**src/rtl/fft_direction_scheduler.sv**
```systemverilog
// Shares one runtime-configurable FFT core between a forward and an inverse requester.
// Define FFT_CFG_CACHE_EN to skip the config word when the direction is unchanged.
module fft_direction_scheduler #(
    parameter int                     CONFIG_WIDTH = 16,
    parameter int                     SCALE_WIDTH  = 6,
    parameter logic [SCALE_WIDTH-1:0] SCALE_FWD    = 6'b101010,
    parameter logic [SCALE_WIDTH-1:0] SCALE_INV    = 6'b010101,
    parameter int                     FRAME_LEN    = 1024,
    parameter int                     CNT_WIDTH    = 11
) (
    input  logic                    s_axis_video_aclk,
    input  logic                    s_axis_video_areset,
    input  logic                    fwd_req,
    output logic                    fwd_ack,
    input  logic                    inv_req,
    output logic                    inv_ack,
    output logic [CONFIG_WIDTH-1:0] cfg_tdata,
    output logic                    cfg_tvalid,
    input  logic                    cfg_tready,
    input  logic                    din_tvalid,
    input  logic                    din_tready,
    output logic                    grant_fwd,
    output logic                    grant_inv,
    input  logic                    dout_tvalid,
    input  logic                    dout_tready,
    input  logic                    dout_tlast,
    output logic                    busy,
    output logic                    cur_dir
);

    typedef enum logic [1:0] {
        IDLE  = 2'd0,
        CFG   = 2'd1,
        GRANT = 2'd2,
        DRAIN = 2'd3
    } state_t;

    localparam logic [CNT_WIDTH-1:0] FRAME_LAST = CNT_WIDTH'(FRAME_LEN - 1);

    function automatic logic [CONFIG_WIDTH-1:0] cfg_word(input logic dir);
        logic [CONFIG_WIDTH-1:0] w;
        w                = {CONFIG_WIDTH{1'b0}};
        w[0]             = dir;
        w[SCALE_WIDTH:1] = dir ? SCALE_FWD : SCALE_INV;
        return w;
    endfunction

    state_t                  state_r, state_s;
    logic                    dir_r, dir_s;
    logic                    prio_fwd_r, prio_fwd_s;
    logic [CNT_WIDTH-1:0]    cnt_r, cnt_s;
    logic [CONFIG_WIDTH-1:0] cfg_tdata_r, cfg_tdata_s;
    logic                    cfg_tvalid_r, cfg_tvalid_s;
    logic                    grant_fwd_r, grant_fwd_s;
    logic                    grant_inv_r, grant_inv_s;
    logic                    fwd_ack_r, fwd_ack_s;
    logic                    inv_ack_r, inv_ack_s;
    logic                    busy_r, busy_s;
    logic                    cur_dir_r, cur_dir_s;

    logic req_any_s, sel_fwd_s, in_beat_s, out_last_s, cache_hit_s;

    assign req_any_s  = fwd_req | inv_req;
    // Round-robin only matters when both requesters are waiting.
    assign sel_fwd_s  = fwd_req & (~inv_req | prio_fwd_r);
    assign in_beat_s  = din_tvalid & din_tready;
    assign out_last_s = dout_tvalid & dout_tready & dout_tlast;

`ifdef FFT_CFG_CACHE_EN
    logic cache_valid_r, cache_valid_s;
    logic cache_dir_r, cache_dir_s;
    assign cache_hit_s = cache_valid_r & (cache_dir_r == sel_fwd_s);
`else
    assign cache_hit_s = 1'b0;
`endif

    // State register and registered outputs; reset abandons any transform in flight.
    always_ff @(posedge s_axis_video_aclk) begin
        if (s_axis_video_areset) begin
            state_r       <= IDLE;
            dir_r         <= 1'b0;
            prio_fwd_r    <= 1'b1;
            cnt_r         <= {CNT_WIDTH{1'b0}};
            cfg_tdata_r   <= {CONFIG_WIDTH{1'b0}};
            cfg_tvalid_r  <= 1'b0;
            grant_fwd_r   <= 1'b0;
            grant_inv_r   <= 1'b0;
            fwd_ack_r     <= 1'b0;
            inv_ack_r     <= 1'b0;
            busy_r        <= 1'b0;
            cur_dir_r     <= 1'b0;
`ifdef FFT_CFG_CACHE_EN
            cache_valid_r <= 1'b0;
            cache_dir_r   <= 1'b0;
`endif
        end else begin
            state_r       <= state_s;
            dir_r         <= dir_s;
            prio_fwd_r    <= prio_fwd_s;
            cnt_r         <= cnt_s;
            cfg_tdata_r   <= cfg_tdata_s;
            cfg_tvalid_r  <= cfg_tvalid_s;
            grant_fwd_r   <= grant_fwd_s;
            grant_inv_r   <= grant_inv_s;
            fwd_ack_r     <= fwd_ack_s;
            inv_ack_r     <= inv_ack_s;
            busy_r        <= busy_s;
            cur_dir_r     <= cur_dir_s;
`ifdef FFT_CFG_CACHE_EN
            cache_valid_r <= cache_valid_s;
            cache_dir_r   <= cache_dir_s;
`endif
        end
    end

    // Next-state logic; tlast is only recognised once the input frame is complete.
    always_comb begin
        state_s = state_r;
        case (state_r)
            IDLE:    if (req_any_s) state_s = cache_hit_s ? GRANT : CFG;
                     else           state_s = IDLE;
            CFG:     if (cfg_tready) state_s = GRANT;
                     else            state_s = CFG;
            GRANT:   if (in_beat_s && cnt_r == FRAME_LAST) state_s = DRAIN;
                     else                                  state_s = GRANT;
            DRAIN:   if (out_last_s) state_s = IDLE;
                     else            state_s = DRAIN;
            default: state_s = IDLE;
        endcase
    end

    // Next values of the registered outputs, counter, pointer and cache.
    always_comb begin
        dir_s        = dir_r;
        prio_fwd_s   = prio_fwd_r;
        cnt_s        = cnt_r;
        cfg_tdata_s  = cfg_tdata_r;
        cfg_tvalid_s = cfg_tvalid_r;
        grant_fwd_s  = grant_fwd_r;
        grant_inv_s  = grant_inv_r;
        fwd_ack_s    = 1'b0;
        inv_ack_s    = 1'b0;
        cur_dir_s    = cur_dir_r;
`ifdef FFT_CFG_CACHE_EN
        cache_valid_s = cache_valid_r;
        cache_dir_s   = cache_dir_r;
`endif
        case (state_r)
            IDLE: begin
                if (req_any_s) begin
                    dir_s      = sel_fwd_s;
                    prio_fwd_s = ~sel_fwd_s;
                    cnt_s      = {CNT_WIDTH{1'b0}};
                    if (cache_hit_s) begin
                        grant_fwd_s = sel_fwd_s;
                        grant_inv_s = ~sel_fwd_s;
                    end else begin
                        cfg_tvalid_s = 1'b1;
                        cfg_tdata_s  = cfg_word(sel_fwd_s);
                    end
                end else begin
                    dir_s = dir_r;
                end
            end
            CFG: begin
                if (cfg_tready) begin
                    cfg_tvalid_s = 1'b0;
                    grant_fwd_s  = dir_r;
                    grant_inv_s  = ~dir_r;
                    cnt_s        = {CNT_WIDTH{1'b0}};
                    cur_dir_s    = dir_r;
`ifdef FFT_CFG_CACHE_EN
                    cache_valid_s = 1'b1;
                    cache_dir_s   = dir_r;
`endif
                end else begin
                    cfg_tvalid_s = 1'b1;
                end
            end
            GRANT: begin
                if (in_beat_s) begin
                    cnt_s = cnt_r + CNT_WIDTH'(1);
                    if (cnt_r == FRAME_LAST) begin
                        grant_fwd_s = 1'b0;
                        grant_inv_s = 1'b0;
                    end else begin
                        grant_fwd_s = grant_fwd_r;
                    end
                end else begin
                    cnt_s = cnt_r;
                end
            end
            DRAIN: begin
                if (out_last_s) begin
                    fwd_ack_s = dir_r;
                    inv_ack_s = ~dir_r;
                    cur_dir_s = dir_r;
                end else begin
                    cur_dir_s = cur_dir_r;
                end
            end
            default: begin
                cfg_tvalid_s = 1'b0;
            end
        endcase
        busy_s = (state_s != IDLE);
    end

    assign cfg_tdata  = cfg_tdata_r;
    assign cfg_tvalid = cfg_tvalid_r;
    assign grant_fwd  = grant_fwd_r;
    assign grant_inv  = grant_inv_r;
    assign fwd_ack    = fwd_ack_r;
    assign inv_ack    = inv_ack_r;
    assign busy       = busy_r;
    assign cur_dir    = cur_dir_r;

endmodule

```
**config.mk**
```make
export PLATFORM = sky130hd
export DESIGN_NAME = fft_direction_scheduler
export DESIGN_NICKNAME = d
export VERILOG_FILES = /design/src/rtl/fft_direction_scheduler.sv
export SDC_FILE = /design/constraint.sdc
export NUM_CORES = 1
export LEC_CHECK = 0
export ABC_CLOCK_PERIOD_IN_PS = 1700
export CORE_MARGIN = 2
export CORE_UTILIZATION = 30
export DETAILED_ROUTE_END_ITERATION = 12
export DONT_BUFFER_PORTS = 1
export PLACE_DENSITY = 0.54
export SYNTH_ARGS = -nofsm -noshare
export SYNTH_HDL_FRONTEND = slang
export SYNTH_SLANG_ARGS = --single-unit
```
**constraint.sdc**
```tcl
create_clock -name s_axis_video_aclk -period 1.7 [get_ports s_axis_video_aclk]
set_input_delay 0.17 -clock s_axis_video_aclk [delete_from_list [all_inputs] [get_ports s_axis_video_aclk]]
set_output_delay 0.17 -clock s_axis_video_aclk [all_outputs]
set_load 0.01 [all_outputs]
```
### Yosys cells after proc, flatten, opt, wreduce, memory -nomap -nowiden

Cells that the tools add are included.

* bits in registers: 29
* word-level logic and storage cells: 67
* output and inout port bits: 23

* bitwise logic cells: 11
* reduce and logical (&&, ||, !) cells: 13
* muxes and demuxes: 21
* add/subtract/negate cells: 1
* equal/unequal tests: 9

Operators by type and width (number)
* two-way mux 11 bit: 3
* case mux 11 bit (3 select lines): 1
* adder 11 x 1 -> 11 bit (second input constant): 1
* == test 11 x 10 -> 1 bit (second input constant): 1
* != test 2 bit (second input constant): 5
* two-way mux 1 bit: 9
* case mux 1 bit (2 select lines): 4
* case mux 2 bit (4 select lines): 1
* AND reduction 4 bit: 2
* nonzero test 2 bit: 4
* two-way mux 6 bit: 1
* inverter 1 bit: 5
* bitwise AND 1 bit: 4
* == test 2 bit (second input constant): 2
* two-way mux 2 bit: 2
* AND reduction 2 bit: 2
* AND reduction 3 bit: 1
* nonzero test 3 bit: 1
* OR reduction 3 bit: 1
* == test 2 x 1 -> 1 bit (second input constant): 1
* zero test 2 bit: 1
* OR 1 bit: 2
* logical AND 1 bit: 1

### Logic depth before layout (Yosys ltp)

Gate-level depths: netlist of run 1.

* word-level depth: 5
* mapped depth: 7

### Worst setup path before layout of run 1

Ideal clock, no wire load.

* kind: register to register
* start point: register state_r[0]
* end point: register cnt_r[5]
* clock period less this slack: 1.561 ns
* data required time: 1.630 ns
* setup time: 0.070 ns
* arrival: 1.491 ns
* slack: 0.139 ns
* cell stages (with the launch flop): 6
* path buffers: 2
* cells stage by stage: dfxtp_1 > buf_2 > o311a_1 > buf_6 > or4_1 > a21oi_1

* word-level cells in the longest chain between the ends: 3
* elaborated cells on any way between the ends: 9
* those cells by class: 5 x eq/ne; 1 x mux; 3 x reduce/logical

Ends and longest elaborated chain
* start, declared: RTL line 48 `state_t state_r, state_s;`
* start signal, assigned: RTL line 97 `state_r <= state_s;`
* == test 2 bit, or another cell as far along: RTL line 148 `case (state_r)`
* != test 2 bit (no line) / nonzero test 3 bit (equally long branches)
* AND reduction 4 bit (no line)
* end signal, assigned: RTL line 83 `cnt_r <= {CNT_WIDTH{1'b0}};`
* end signal, assigned: RTL line 100 `cnt_r <= cnt_s;`
* end, declared: RTL line 51 `logic [CNT_WIDTH-1:0] cnt_r, cnt_s;`

Parallel ways exist; a longest one is shown, timed or not.
A chain may end at the register's enable or synchronous reset.

### Final worst setup path of run 1

* start point: register state_r[1]
* end point: register cnt_r[3]

Same word-level chain as after synthesis.

==> metrics.cfg, run 1 <==
[run_status]
status=complete, no violations

[grt]
grt_max_degree=16
grt_pass1_vias=830
antenna_found_initial=0
grt_pass1_wl_mm=3.62
overflow=0
grtUsageTotal=0.109

[timing]
period_needed_ns=1.60
holdWs_ns=0.00320
fin_skew_ns=0.00385
fmax_mhz=624
setup_viol=0
setup_slack_ns=0.0972
finalHoldViolations=0
period_share=0.943
slew_viol_final=0

[synth]
ys_async_sr_fraction=0
ys_types=38
yosysWarnings=0
synth_flop_cell=dfxtp_1
synth_seq_cells=23
synth-seq-area-share=0.402
netlist_instances=134
syn_area_per_cell_um2=8.55
synth_edf_count=0
synthesis.area_mm2=0.00115

[clocking]
cts.sinks=23
clock_latency_ns=0.26
cts_tree=done
htree_levels=1
path_clk_slew_ns=0.08
cts_setup_buffers=0
cts_max_path_buffers=2
clock-root-buffer=clkbuf_8
cts_buffers=3

[detailed_routing]
highest_layer=met4
vias=916
drt_iter0_markers=26
first_pass_iters=4
ant_nets=0
routed_wl_mm=2.19
wl_met1_um=969
drc_errors=0
wire_per_inst_um=12.0
wl_met2_mm=1.04
wl_met3_um=146
vias_per_cell=5.03

[final_layout]
final_common_cell=dfxtp_1
instances_no_fill=182
final_cell_mix=dfxtp_1 (23), a21oi_1 (12), nor2_1 (11)
multiInputGateArea_um2=553
drive_gt1_frac=0.119
postLayoutCellArea_mm2=0.00120
fin_nets=146
antenna_cells=0
areaGrowthSynthToFinish_pct=5.02
fillers=388
register_area_um2=460

[worst_setup_path]
slowest_stage=o311a_2
cp-end-kind=flop
cp_max_fo=15
crit_chain=o311a_2, buf_4, or3_1, a21oi_1
startpoint_type=flop
reg2regPathDepth=4
worstSetupPathType=reg -> reg
slowest_delay_ns=0.51
ff2ff_setup_slack_ns=0.1
critPathArrivalTime_ns=1.80
critPathRequiredTime_ns=1.89

[worst_hold_path]
hold_path_depth=1
worst_hold_path_type=in -> reg

[die]
num_io_pins=33
coreArea_mm2=0.00366
rows=22
die_width_um=65.8
start_util=0.313
die-area_mm2=0.00433
fp.dieH_um=65.8

[pwr]
powerDensity_mw_per_mm2=902
ir_drop_uv=342
leakage_uw=0.000417

[place]
place.gp.congestion=0.701
dp_cells=177
pre_cts_ws_ns=0.0711
placed_area_mm2=0.00115
io_buffers=0
place_hpwl_mm=1.65

[flow_run]
timing.max_cap.violations=0

Yosys cell counts (2+ instances only):
master / instances / area, um^2
dfxtp_1: 23 / 460
a21oi_1: 12 / 60.1
nand3_1: 6 / 30.0
buf_6: 2 / 22.5
o21ai_0: 5 / 25.0
nand4_1: 2 / 12.5
inv_1: 2 / 7.51
nor3_1: 2 / 10.0
buf_2: 3 / 15.0
mux2i_1: 2 / 20.0
or4_1: 5 / 37.5
nand2_1: 9 / 33.8
buf_4: 15 / 113
or3_1: 5 / 31.3
o31ai_1: 5 / 37.5
clkbuf_1: 2 / 7.51
and4_1: 2 / 17.5
a31oi_1: 2 / 12.5
nor2_1: 11 / 41.3
sequential cells by signal, summed over array words and instances (netlist names):
signal / cells
cnt_r: 11
cfg_tdata: 2
state_r: 2
busy: 1
cfg_tvalid: 1
cur_dir: 1
fwd_ack: 1
grant_fwd: 1
grant_inv: 1
inv_ack: 1
prio_fwd_r: 1
per-layer routing:
| metal | vias up | GRT usage |
|---|---|---|
| met3 | 4 | 0.0341 |
| met2 | 24 | 0.182 |
| met5 | - | 0 |
| li1 | 465 | - |
| met1 | 423 | 0.127 |
| met4 | 0 | 0.0469 |
path summary, 6_finish.rpt:
check	end	startpoint
setup / recovery	cnt_r[3]	state_r[1]
hold / removal	prio_fwd_r	s_axis_video_areset
setup reg to reg	cnt_r[3]	state_r[1]
hold reg to reg	cnt_r[5]	cnt_r[5]
repair_timing:
action | 4_1_cts | 5_1_grt
endpoints found under the hold margin | 10 | 0
hold buffers | 1 | 0
resized for setup | 0 | 2
endpoints found under the setup margin | 0 | 5
worst max-delay path, delay by kind of cell (launching register included):
family	cells	cell delay [ns]
compound gates	2	0.65
buf+inv	1	0.19
flops	1	0.35
simple gates	1	0.34
power breakdown:
part / leakage (uW) / internal [uW] / switching [uW]
clock: 0.0000228 / 167 / 170
combinational: 0.000207 / 63.2 / 91.2
sequential: 0.000187 / 564 / 30.7
through the flow:
| stage | util | TNS (ns) | power, uW |
|---|---|---|---|
| global route | 0.329 | -0.000141 | 1150 |
| finish | 0.329 | 0 | 1090 |
| CTS | 0.328 | 0 | 1090 |
| floorplan | - | 0 | 764 |
| detailed placement | 0.313 | 0 | 757 |
| global placement | 0.313 | 0 | 754 |
kinds of logic after synthesis:
logic type                 synth area share
adders and majority gates            0.0109
buffers and inverters                 0.144
muxes                                0.0175
AOI/OAI and AO/OA                     0.165
xor gates and xnor gates            0.00764
other                               0.00327
DFF                                   0.402
and+or+nand+nor                       0.250
layout make-up:
class | count | share of cell area
multi-input cells | 95 | 0.459
flip-flops and latches | 23 | 0.383
well taps | 48 | 0.0499
inverters | 2 | 0.00624
repair buffers | 10 | 0.0644
clock buffers | 4 | 0.0374
Power figures use the tool's default switching activity.
==> inputs of run 2 (changes only) <==
--- a/config.mk
+++ b/config.mk
@@ -5,6 +5,7 @@
 export SDC_FILE = /design/constraint.sdc
 export NUM_CORES = 1
 export LEC_CHECK = 0
+export ABC_AREA = 1
 export ABC_CLOCK_PERIOD_IN_PS = 1700
 export CORE_MARGIN = 2
 export CORE_UTILIZATION = 30
==> run 2 against run 1 <==
Effect of this change:
- global-route usage decreased by 0.41 points
- clock power increased by 2%
- via count increased by 11%
- non-clock buffer count decreased by 6
- die area increased by 8.2%
- setup slack improved by 0.044 ns
- clock-buffer cell count decreased by 1
- register-to-register slack improved by 0.04 ns
- highest routed layer unchanged
==> metrics.cfg, run 2 <==
[run_status]
status=complete, no violations

[clocking]
cts_max_path_buffers=2
htree_levels=1
clock_latency_ns=0.27
cts_tree=done
path_clk_slew_ns=0.09
ctsResizeCount=0
cts.sinks=23
clock-root-buffer=clkbuf_8
cts_buffers=3
cts_setup_buffers=0

[timing]
rsz0062_at_grt=false
period_share=0.917
fin_skew_ns=0.00689
fmax_mhz=641
slew_viol_final=0
finalHoldViolations=0
setup_tns_ns=0
period_needed_ns=1.56
setup_viol=0

[final_layout]
areaGrowthSynthToFinish_pct=3.21
final_common_cell=nand2_1
drive_gt1_frac=0.0984
utilization=0.322
top_register=cnt_r
antenna_cells=0
fin_nets=195
final_cell_mix=nand2_1 (38), nor2_1 (33), inv_1 (23), dfxtp_1 (23), nand3_1 (10)
largest_register_ffs=11

[synth]
synth-seq-area-share=0.369
netlist_instances=184
synth_seq_cells=23
ys_async_sr_fraction=0
ys_types=25
netlist_top_cells_area=dfxtp_1 (37%), nand2_1 (11%), nor2_1 (9.9%)
syn_area_per_cell_um2=6.77
synthesis.area_mm2=0.00125
synth.most_common_cell=nand2_1
synth_top_area_frac=0.369
synth_flop_cell=dfxtp_1
yosysWarnings=0
netlist_top_cells_count=nand2_1 (38), nor2_1 (33), dfxtp_1 (23), inv_1 (23), buf_4 (16)
synth_edf_count=0
synth_top_area_cell=dfxtp_1

[worst_setup_path]
critPathRequiredTime_ns=1.86
startpoint_type=flop
cp_max_fo=8
worstSetupPathType=reg -> reg
cp-end-kind=flop
critPathArrivalTime_ns=1.72

[place]
place_hpwl_mm=1.76
io_buffers=0
place.gp.congestion=0.821

[grt]
grt_max_degree=14
antenna_found_initial=0
overflow=0
grt_pass1_wl_mm=3.69
grtUsageTotal=0.105
grt_pass1_vias=839

[detailed_routing]
routed_wl_mm=2.27
ant_nets=0
first_pass_iters=4
wire_per_inst_um=9.76
drc_errors=0
vias=1014
drt_iter0_markers=60
vias_per_cell=4.35

[pwr]
ir_drop_uv=300
leakage_uw=0.000563
powerDensity_mw_per_mm2=945

[die]
die_width_um=68.5
die-area_mm2=0.00469
fp.dieH_um=68.5
num_io_pins=33
coreArea_mm2=0.00400
start_util=0.312
rows=23

[flow_run]
timing.max_cap.violations=0

[worst_hold_path]
worst_hold_path_type=in -> reg

## run 2: cell count changes after synthesis, moves of 3 or more
cell / delta
nor3_1: +7
nand3_1: +4
buf_2: -3
a21oi_1: -5
nor2_1: +22
or4_1: -5
nand2_1: +29
inv_1: +21
o31ai_1: -5
or3_1: -5
## run 2: worst max-delay path, cell delays in order, from the launching register on
cell and delay, ns:
dfxtp_1 0.47, inv_1 0.11, nor2_4 0.20, nand2_4 0.07, nand3_2 0.18, buf_4 0.18, inv_2 0.06, a21oi_1 0.12
nor3_1 0.05
## run 2: cell type report
class,count,area [um^2]
tap,50,62.6
clock inverter,1,5.00
clock buffer,3,41.3
fill,456,2710
inverter,26,97.6
sequential,23,460
multi-input combinational,126,587
timing repair buffer,4,32.5
## run 2: logic make-up after synthesis
group | synth area share
AO/OA/AOI/OAI | 0.0552
XOR/XNOR | 0.00703
adder cells (fa/ha/maj) | 0.0100
buffers and inverters | 0.184
flip-flops | 0.369
other | 0.00301
AND/OR/NAND/NOR | 0.371
## run 2: worst paths after layout
kind | startpoint | endpoint | slack [ns] | depth (start not counted)
worst max register to register | state_r[1] | cnt_r[2] | 0.14 | 8
worst min register to register | prio_fwd_r | prio_fwd_r | 0.48 | 2
worst max-delay path | state_r[1] | cnt_r[2] | 0.14 | 8
worst min-delay path | inv_req | cfg_tdata[5] | 0.11 | 2
## run 2: what timing repair did
action                                  CTS  global route
endpoints found under the setup margin    0             0
hold endpoints to repair                  3             0
hold buffers                              1             0
## run 2: per-layer routing
layer | track usage | routed length [um]
met1 | 0.148 | 1150
met4 | 0.0450 | 17
met3 | 0.0214 | 98
met5 | 0 | 0
met2 | 0.151 | 1010
## run 2: power by group
part           internal (uW)  switching, uW  total [uW]  leakage (uW)
combinational           77.7            162         239      0.000350
clock                    164            180         344     0.0000255
sequential               580           52.0         632      0.000188
total                    822            394        1220      0.000563
## run 2: metrics by stage
stage	cells	setup WS [ns]	instance area, um^2	power, uW	hold slack (ns)
3_3_place_gp	228	0.135	1230	884	0.241
4_1_cts	233	0.130	1290	1230	0.116
3_5_place_dp	228	0.142	1230	882	0.242
5_1_grt	233	0.0133	1290	1300	0.135
6_report	233	0.141	1290	1220	0.114
2_1_floorplan	192	0.404	1280	876	0.239
